### config.mk
export PLATFORM = sky130hd
export DESIGN_NAME = audio_output_serial_flat
export DESIGN_NICKNAME = d
export VERILOG_FILES = /design/src/rtl/audio_output_serial_if.sv /design/src/rtl/audio_output_serial.sv /design/src/flat_wrapper.sv
export SDC_FILE = /design/constraint.sdc
export NUM_CORES = 1
export LEC_CHECK = 0
export CAP_MARGIN = 5
export CORE_MARGIN = 10
export CORE_UTILIZATION = 50
export CTS_CLUSTER_SIZE = 14
export DETAILED_ROUTE_END_ITERATION = 12
export GPL_TIMING_DRIVEN = 1
export PLACE_DENSITY = 0.75
export RECOVER_POWER = 25
export SLEW_MARGIN = 20
export SYNTH_ARGS = -nofsm -noshare
export SYNTH_HDL_FRONTEND = slang
export SYNTH_SLANG_ARGS = --single-unit
### constraint.sdc
create_clock -name clock -period 1.9 [get_ports clock]
set_input_delay 0.38 -clock clock [delete_from_list [all_inputs] [get_ports clock]]
set_output_delay 0.38 -clock clock [all_outputs]
set_load 0.05 [all_outputs]
### src/rtl/audio_output_serial_if.sv
// rtl/audio_output_serial_if.sv - sample handshake between an audio source and the serial DAC driver
interface audio_output_serial_if;
  logic [11:0] sample;
  logic        sample_valid;
  logic        sample_ready;

  modport master (output sample, output sample_valid, input sample_ready);
  modport slave  (input sample, input sample_valid, output sample_ready);
endinterface

### src/rtl/audio_output_serial.sv
// rtl/audio_output_serial.sv - one-entry buffered 16-bit serial DAC frame generator (SYNC/DIN/SCLK)
module audio_output_serial #(
  parameter int         HALF_PERIOD = 5,
  parameter int         GAP_CYCLES  = 10,
  parameter logic [1:0] PD_MODE     = 2'b00
) (
  input  logic                         clock,
  input  logic                         reset,
  audio_output_serial_if.slave         s_if,
  output logic                         busy,
  output logic                         J_DA_Pin1,
  output logic                         J_DA_Pin2,
  output logic                         J_DA_Pin4
);

  localparam int PW = (HALF_PERIOD > 1) ? $clog2(HALF_PERIOD) : 1;
  localparam int GW = (GAP_CYCLES > 1) ? $clog2(GAP_CYCLES) : 1;

  typedef enum logic [1:0] {IDLE, START, SHIFT, GAP} state_t;

  state_t      r_state;
  logic [11:0] r_buf_data;
  logic        r_buf_full;
  logic [15:0] r_shift;
  logic [3:0]  r_bit_cnt;
  logic [PW-1:0] r_phase;
  logic [GW-1:0] r_gap;
  logic        r_sync;
  logic        r_sclk;
  logic        r_din;
  logic        r_busy;

  logic        w_accept;
  logic        w_phase_end;
  logic        w_gap_end;
  logic        w_load;
  logic [15:0] w_frame;

  assign s_if.sample_ready = ~r_buf_full;
  assign w_accept    = s_if.sample_valid & ~r_buf_full;
  assign w_phase_end = (r_phase == PW'(HALF_PERIOD - 1));
  assign w_gap_end   = (r_gap == GW'(GAP_CYCLES - 1));
  assign w_load      = r_buf_full & ((r_state == IDLE) | ((r_state == GAP) & w_gap_end));
  assign w_frame     = {2'b00, PD_MODE, r_buf_data};

  assign busy      = r_busy;
  assign J_DA_Pin1 = r_sync;
  assign J_DA_Pin2 = r_din;
  assign J_DA_Pin4 = r_sclk;

  always_ff @(posedge clock) begin
    if (reset) begin
      r_state    <= IDLE;
      r_buf_data <= '0;
      r_buf_full <= 1'b0;
      r_shift    <= '0;
      r_bit_cnt  <= '0;
      r_phase    <= '0;
      r_gap      <= '0;
      r_sync     <= 1'b1;
      r_sclk     <= 1'b1;
      r_din      <= 1'b0;
      r_busy     <= 1'b0;
    end else begin
      if (w_accept) begin
        r_buf_data <= s_if.sample;
        r_buf_full <= 1'b1;
      end else if (w_load) begin
        r_buf_full <= 1'b0;
      end

      if (w_load) begin
        r_state <= START;
        r_shift <= w_frame;
        r_phase <= '0;
        r_sync  <= 1'b0;
        r_sclk  <= 1'b1;
        r_din   <= w_frame[15];
        r_busy  <= 1'b1;
      end else begin
        case (r_state)
          IDLE: begin
            r_sync <= 1'b1;
            r_sclk <= 1'b1;
            r_din  <= 1'b0;
            r_busy <= 1'b0;
          end
          START: begin
            if (w_phase_end) begin
              r_phase   <= '0;
              r_state   <= SHIFT;
              r_sclk    <= 1'b0;
              r_bit_cnt <= 4'd15;
            end else begin
              r_phase <= r_phase + PW'(1);
            end
          end
          SHIFT: begin
            if (!w_phase_end) begin
              r_phase <= r_phase + PW'(1);
            end else begin
              r_phase <= '0;
              // DIN only advances on SCLK rising edges, so the DAC falling-edge sample is always stable
              if (!r_sclk) begin
                r_sclk <= 1'b1;
                if (r_bit_cnt == 4'd0) begin
                  r_state <= GAP;
                  r_sync  <= 1'b1;
                  r_din   <= 1'b0;
                  r_gap   <= '0;
                end else begin
                  r_din     <= r_shift[14];
                  r_shift   <= {r_shift[14:0], 1'b0};
                  r_bit_cnt <= r_bit_cnt - 4'd1;
                end
              end else begin
                r_sclk <= 1'b0;
              end
            end
          end
          GAP: begin
            if (w_gap_end) begin
              r_state <= IDLE;
              r_busy  <= 1'b0;
              r_gap   <= '0;
            end else begin
              r_gap <= r_gap + GW'(1);
            end
          end
          default: r_state <= IDLE;
        endcase
      end
    end
  end

endmodule

### src/flat_wrapper.sv
// flat-port wrapper written by rule: the top's interface ports become plain ports
module audio_output_serial_flat 
#(
  parameter int         HALF_PERIOD = 5,
  parameter int         GAP_CYCLES  = 10,
  parameter logic [1:0] PD_MODE     = 2'b00
)
  (clock, reset, busy, J_DA_Pin1, J_DA_Pin2, J_DA_Pin4, s_if_sample, s_if_sample_valid, s_if_sample_ready);
  audio_output_serial_if s_if_i ();
  input  logic clock;
  input  logic reset;
  output logic busy;
  output logic J_DA_Pin1;
  output logic J_DA_Pin2;
  output logic J_DA_Pin4;
  input wire logic [$bits(s_if_i.sample)-1:0] s_if_sample;
  input wire logic [$bits(s_if_i.sample_valid)-1:0] s_if_sample_valid;
  output wire logic [$bits(s_if_i.sample_ready)-1:0] s_if_sample_ready;
  assign s_if_i.sample = s_if_sample;
  assign s_if_i.sample_valid = s_if_sample_valid;
  assign s_if_sample_ready = s_if_i.sample_ready;
  audio_output_serial #(.HALF_PERIOD(HALF_PERIOD), .GAP_CYCLES(GAP_CYCLES), .PD_MODE(PD_MODE)) u_core (.clock(clock), .reset(reset), .s_if(s_if_i), .busy(busy), .J_DA_Pin1(J_DA_Pin1), .J_DA_Pin2(J_DA_Pin2), .J_DA_Pin4(J_DA_Pin4));
endmodule
==> summary.md <==
| Metric | Value |
|---|---|
| Layout area overhead | 18.7% |
| Max VDD drop | 0.696 mV |
| Mean Syn Cell Area | between 8 and 9 um2 |
| R2R cell count | 6 |
| GRT Overall Usage | 12.2% |
| Fin crit share | a little over nine tenths |
| Top cell type's share of synthesized area | 41.0% |
| Fin util | between 60% and 70% |
| Crit. End Element | flop |
| Tot Pwr | 2.76 mW |
| Worst hold path type | reg -> reg |
| Synth warn | 0 |
| I/O pin cnt | 20 |
| Vias | 1,798 |
| Row count | 24 |
| Core Footprint | 4290 um2 |
| Origin of the worst setup path | u_core.r_gap[1] |
| Die Span Y | 86.3 um |
| Reg2reg end | u_core.r_gap[2] |
| Register area share after synthesis | approximately 41% |
| Final hold violation count | 0 |
| Die area | 7450 um2 |
| Yosys cell types | 47 |
| Post-CTS Hold Buffers | 0 |
| Reg2Reg Setup Slack | between 40 and 50 ps |
| Clock slew at reported path FFs | roughly 80 ps |
| Clock Sinks | 45 |
| Vias in the first global route | between 1,500 and 2,000 |
| Detailed placement HPWL | 3280 um |
| Wire per inst | 14.1 um |
| Minimum clock period | between 1500 and 2000 ps |
| Commonest cells post-synth | 45 x dfxtp_1, 31 x nand2_1, 24 x nor2_1 |
| Largest net degree at the start of global routing | 29 |
| RePlAce Congestion | approximately 0.84 |
| Routed WL | ~4600 um |
| Worst slew margin | 66.9% |
| Data required, critical path | 2140 ps |
| Synthesized area | ~2200 um2 |
| Pleak | 1.07 nW |
| DRC Markers | 0 |
| Peak fanout along the critical path | 11 |
| Num CTS Buffers | 5 |
| Top-count cell post-synth | dfxtp_1 |
| First-pass GRT wire length | 7620 um |
| EDFF count, synth | 0 |
| Chip width | about 86 um |
| Final setup viols | 0 |
| Grt total ovfl | 0 |
| Detailed-route vias per instance | between 5 and 6 |
| CP Launch Type | flop |
| Reg2Reg Launch Point | u_core.r_gap[1] |
| Fmax | 0.539 GHz |
| Pwr dens | ~1100 nW/um2 |
| RSZ-0062 raised after global routing | yes |
| Initial antenna violation count | 0 |
| Starting Density | between 50% and 60% |
| Starting DRT DRC Count | 127 |
| Worst-Skew Late Latency | around 300 ps |
| Antenna violation net count after detailed routing | 0 |
| Clock Tree Root | clkbuf_8 |
| IO Port Bufs | 19 |
| Max-cap violations | 0 |
| TNS Setup | 0 ps |
| Htree depth | 2 |
| Share of layout cells above drive strength 1 | approximately 14% |
| Yosys top cell by area | dfxtp_1 |
| Final nets | approximately 300 |
| Post-synthesis net count | between 200 and 300 |
| CTS tree | yes |
| Top post-synthesis cells by area | dfxtp_1 41%, mux2i_1 7.3%, ha_1 6.8%, nand2_1 5.3%, a21oi_1 5.0% |
| Ys async rst share | 0% |
| End point of the critical path | u_core.r_gap[2] |
| Tightest Pin Transition | around 500 ps |
| Ant. Diodes | 0 |
| Synth Instances | approximately 250 |
| Clock buffer depth | 2 |
| Status | complete, no violations |
| Final Max Slew Viols | 0 |
| Synth Register Bits | 45 |
| Post-synth top flop | dfxtp_1 |
| CP Data Arrival Time | approximately 2100 ps |
| Layout Skew | between 6 and 7 ps |
| Type of the worst setup path | reg -> reg |
| Pre-antenna DRT Iters | 4 |
cell families after synthesis:
| group | count (synthesis) | synth area share, % |
|---|---|---|
| AO/OA/AOI/OAI | 64 | 19.7 |
| AND/OR/NAND/NOR | 85 | 19.3 |
| buffers and inverters | 26 | 5.86 |
| adder cells (fa/ha/maj) | 12 | 6.83 |
| multiplexers | 16 | 7.28 |
| flip-flops | 45 | 41.0 |
cell usage in the layout (no fill, tap or decap), types with 2 or more instances in the layout:
master / count
dfxtp_1: 42
nand2_1: 31
nor2_1: 24
a21oi_1: 22
clkdlybuf4s50_1: 17
mux2i_1: 16
buf_4: 15
a211oi_1: 12
ha_1: 11
inv_1: 10
o21ai_0: 6
clkbuf_8: 6
nor2b_1: 5
nand2b_1: 5
a31oi_1: 3
a311oi_1: 3
or4_1: 3
dfxtp_2: 3
o31ai_1: 2
nand3_1: 2
and2_1: 2
o21a_1: 2
nor3_1: 2
a41oi_1: 2
repair_timing:
action | in CTS | in global routing
setup endpoints to repair | 0 | 21
resized for setup | 0 | 12
buffers inserted | 0 | 1
report_power, final:
group / total [mW] / internal (mW) / switching [mW]
registers: 1.16 / 1.07 / 0.0890
clock network: 0.624 / 0.295 / 0.329
logic: 0.977 / 0.422 / 0.555
total: 2.76 / 1.79 / 0.973
metal layers:
layer  GRT usage (%)  vias up  wire, um
li1                -      927         -
met1            15.6      833      2250
met2            18.5       30      2090
met3            3.85        8       182
met4            4.57        0        70
met5               0        -         0
stage by stage:
stage / instances / hold WS, ps / instance area, um2 / setup slack [ps]
3_3_place_gp: 315 / 444 / 2450 / 62.9
6_report: 325 / 457 / 2610 / 45.3
3_5_place_dp: 315 / 449 / 2450 / 30.9
4_1_cts: 323 / 461 / 2550 / 1.56
5_1_grt: 325 / 473 / 2610 / -15.7
2_1_floorplan: 248 / 432 / 2200 / 128
worst max-delay path, cell delays in order, from the launching register on:
cell and delay (ps):
dfxtp_1 340, inv_1 40, ha_1 200, and4b_2 280, o21a_4 250, or4_1 530
a21oi_1 150
registers in the layout, summed over array words and instances, names as in the netlist:
| name | cells |
|---|---|
| u_core.r_state | 2 |
| u_core.r_shift | 15 |
| u_core.J_DA_Pin1 | 1 |
| u_core.busy | 1 |
| u_core.r_gap | 4 |
| u_core.r_bit_cnt | 4 |
| u_core.r_buf_data | 12 |
| u_core.J_DA_Pin2 | 1 |
| u_core.r_buf_full | 1 |
| u_core.J_DA_Pin4 | 1 |
| u_core.r_phase | 3 |
worst min path at each step:
stage | startpoint | endpoint | cells after the start
floorplan | u_core.r_buf_data[0] | u_core.r_shift[0] | 2
global placement | u_core.r_buf_data[1] | u_core.r_buf_data[1] | 2
detailed placement | u_core.r_buf_data[1] | u_core.r_buf_data[1] | 2
CTS | u_core.r_buf_data[1] | u_core.r_buf_data[1] | 2
global route | u_core.r_buf_data[10] | u_core.r_buf_data[10] | 2
finish | u_core.r_buf_data[11] | u_core.r_buf_data[11] | 2
area by class of cell:
cell class	count	area (um2)
clock inverter	2	13.8
fill	366	1680
inverter	10	37.5
multi-input combinational	178	1220
timing repair buffer	32	283
sequential	45	905
clock buffer	6	82.6
tap	52	65.1
Power figures use the tool's default switching activity.
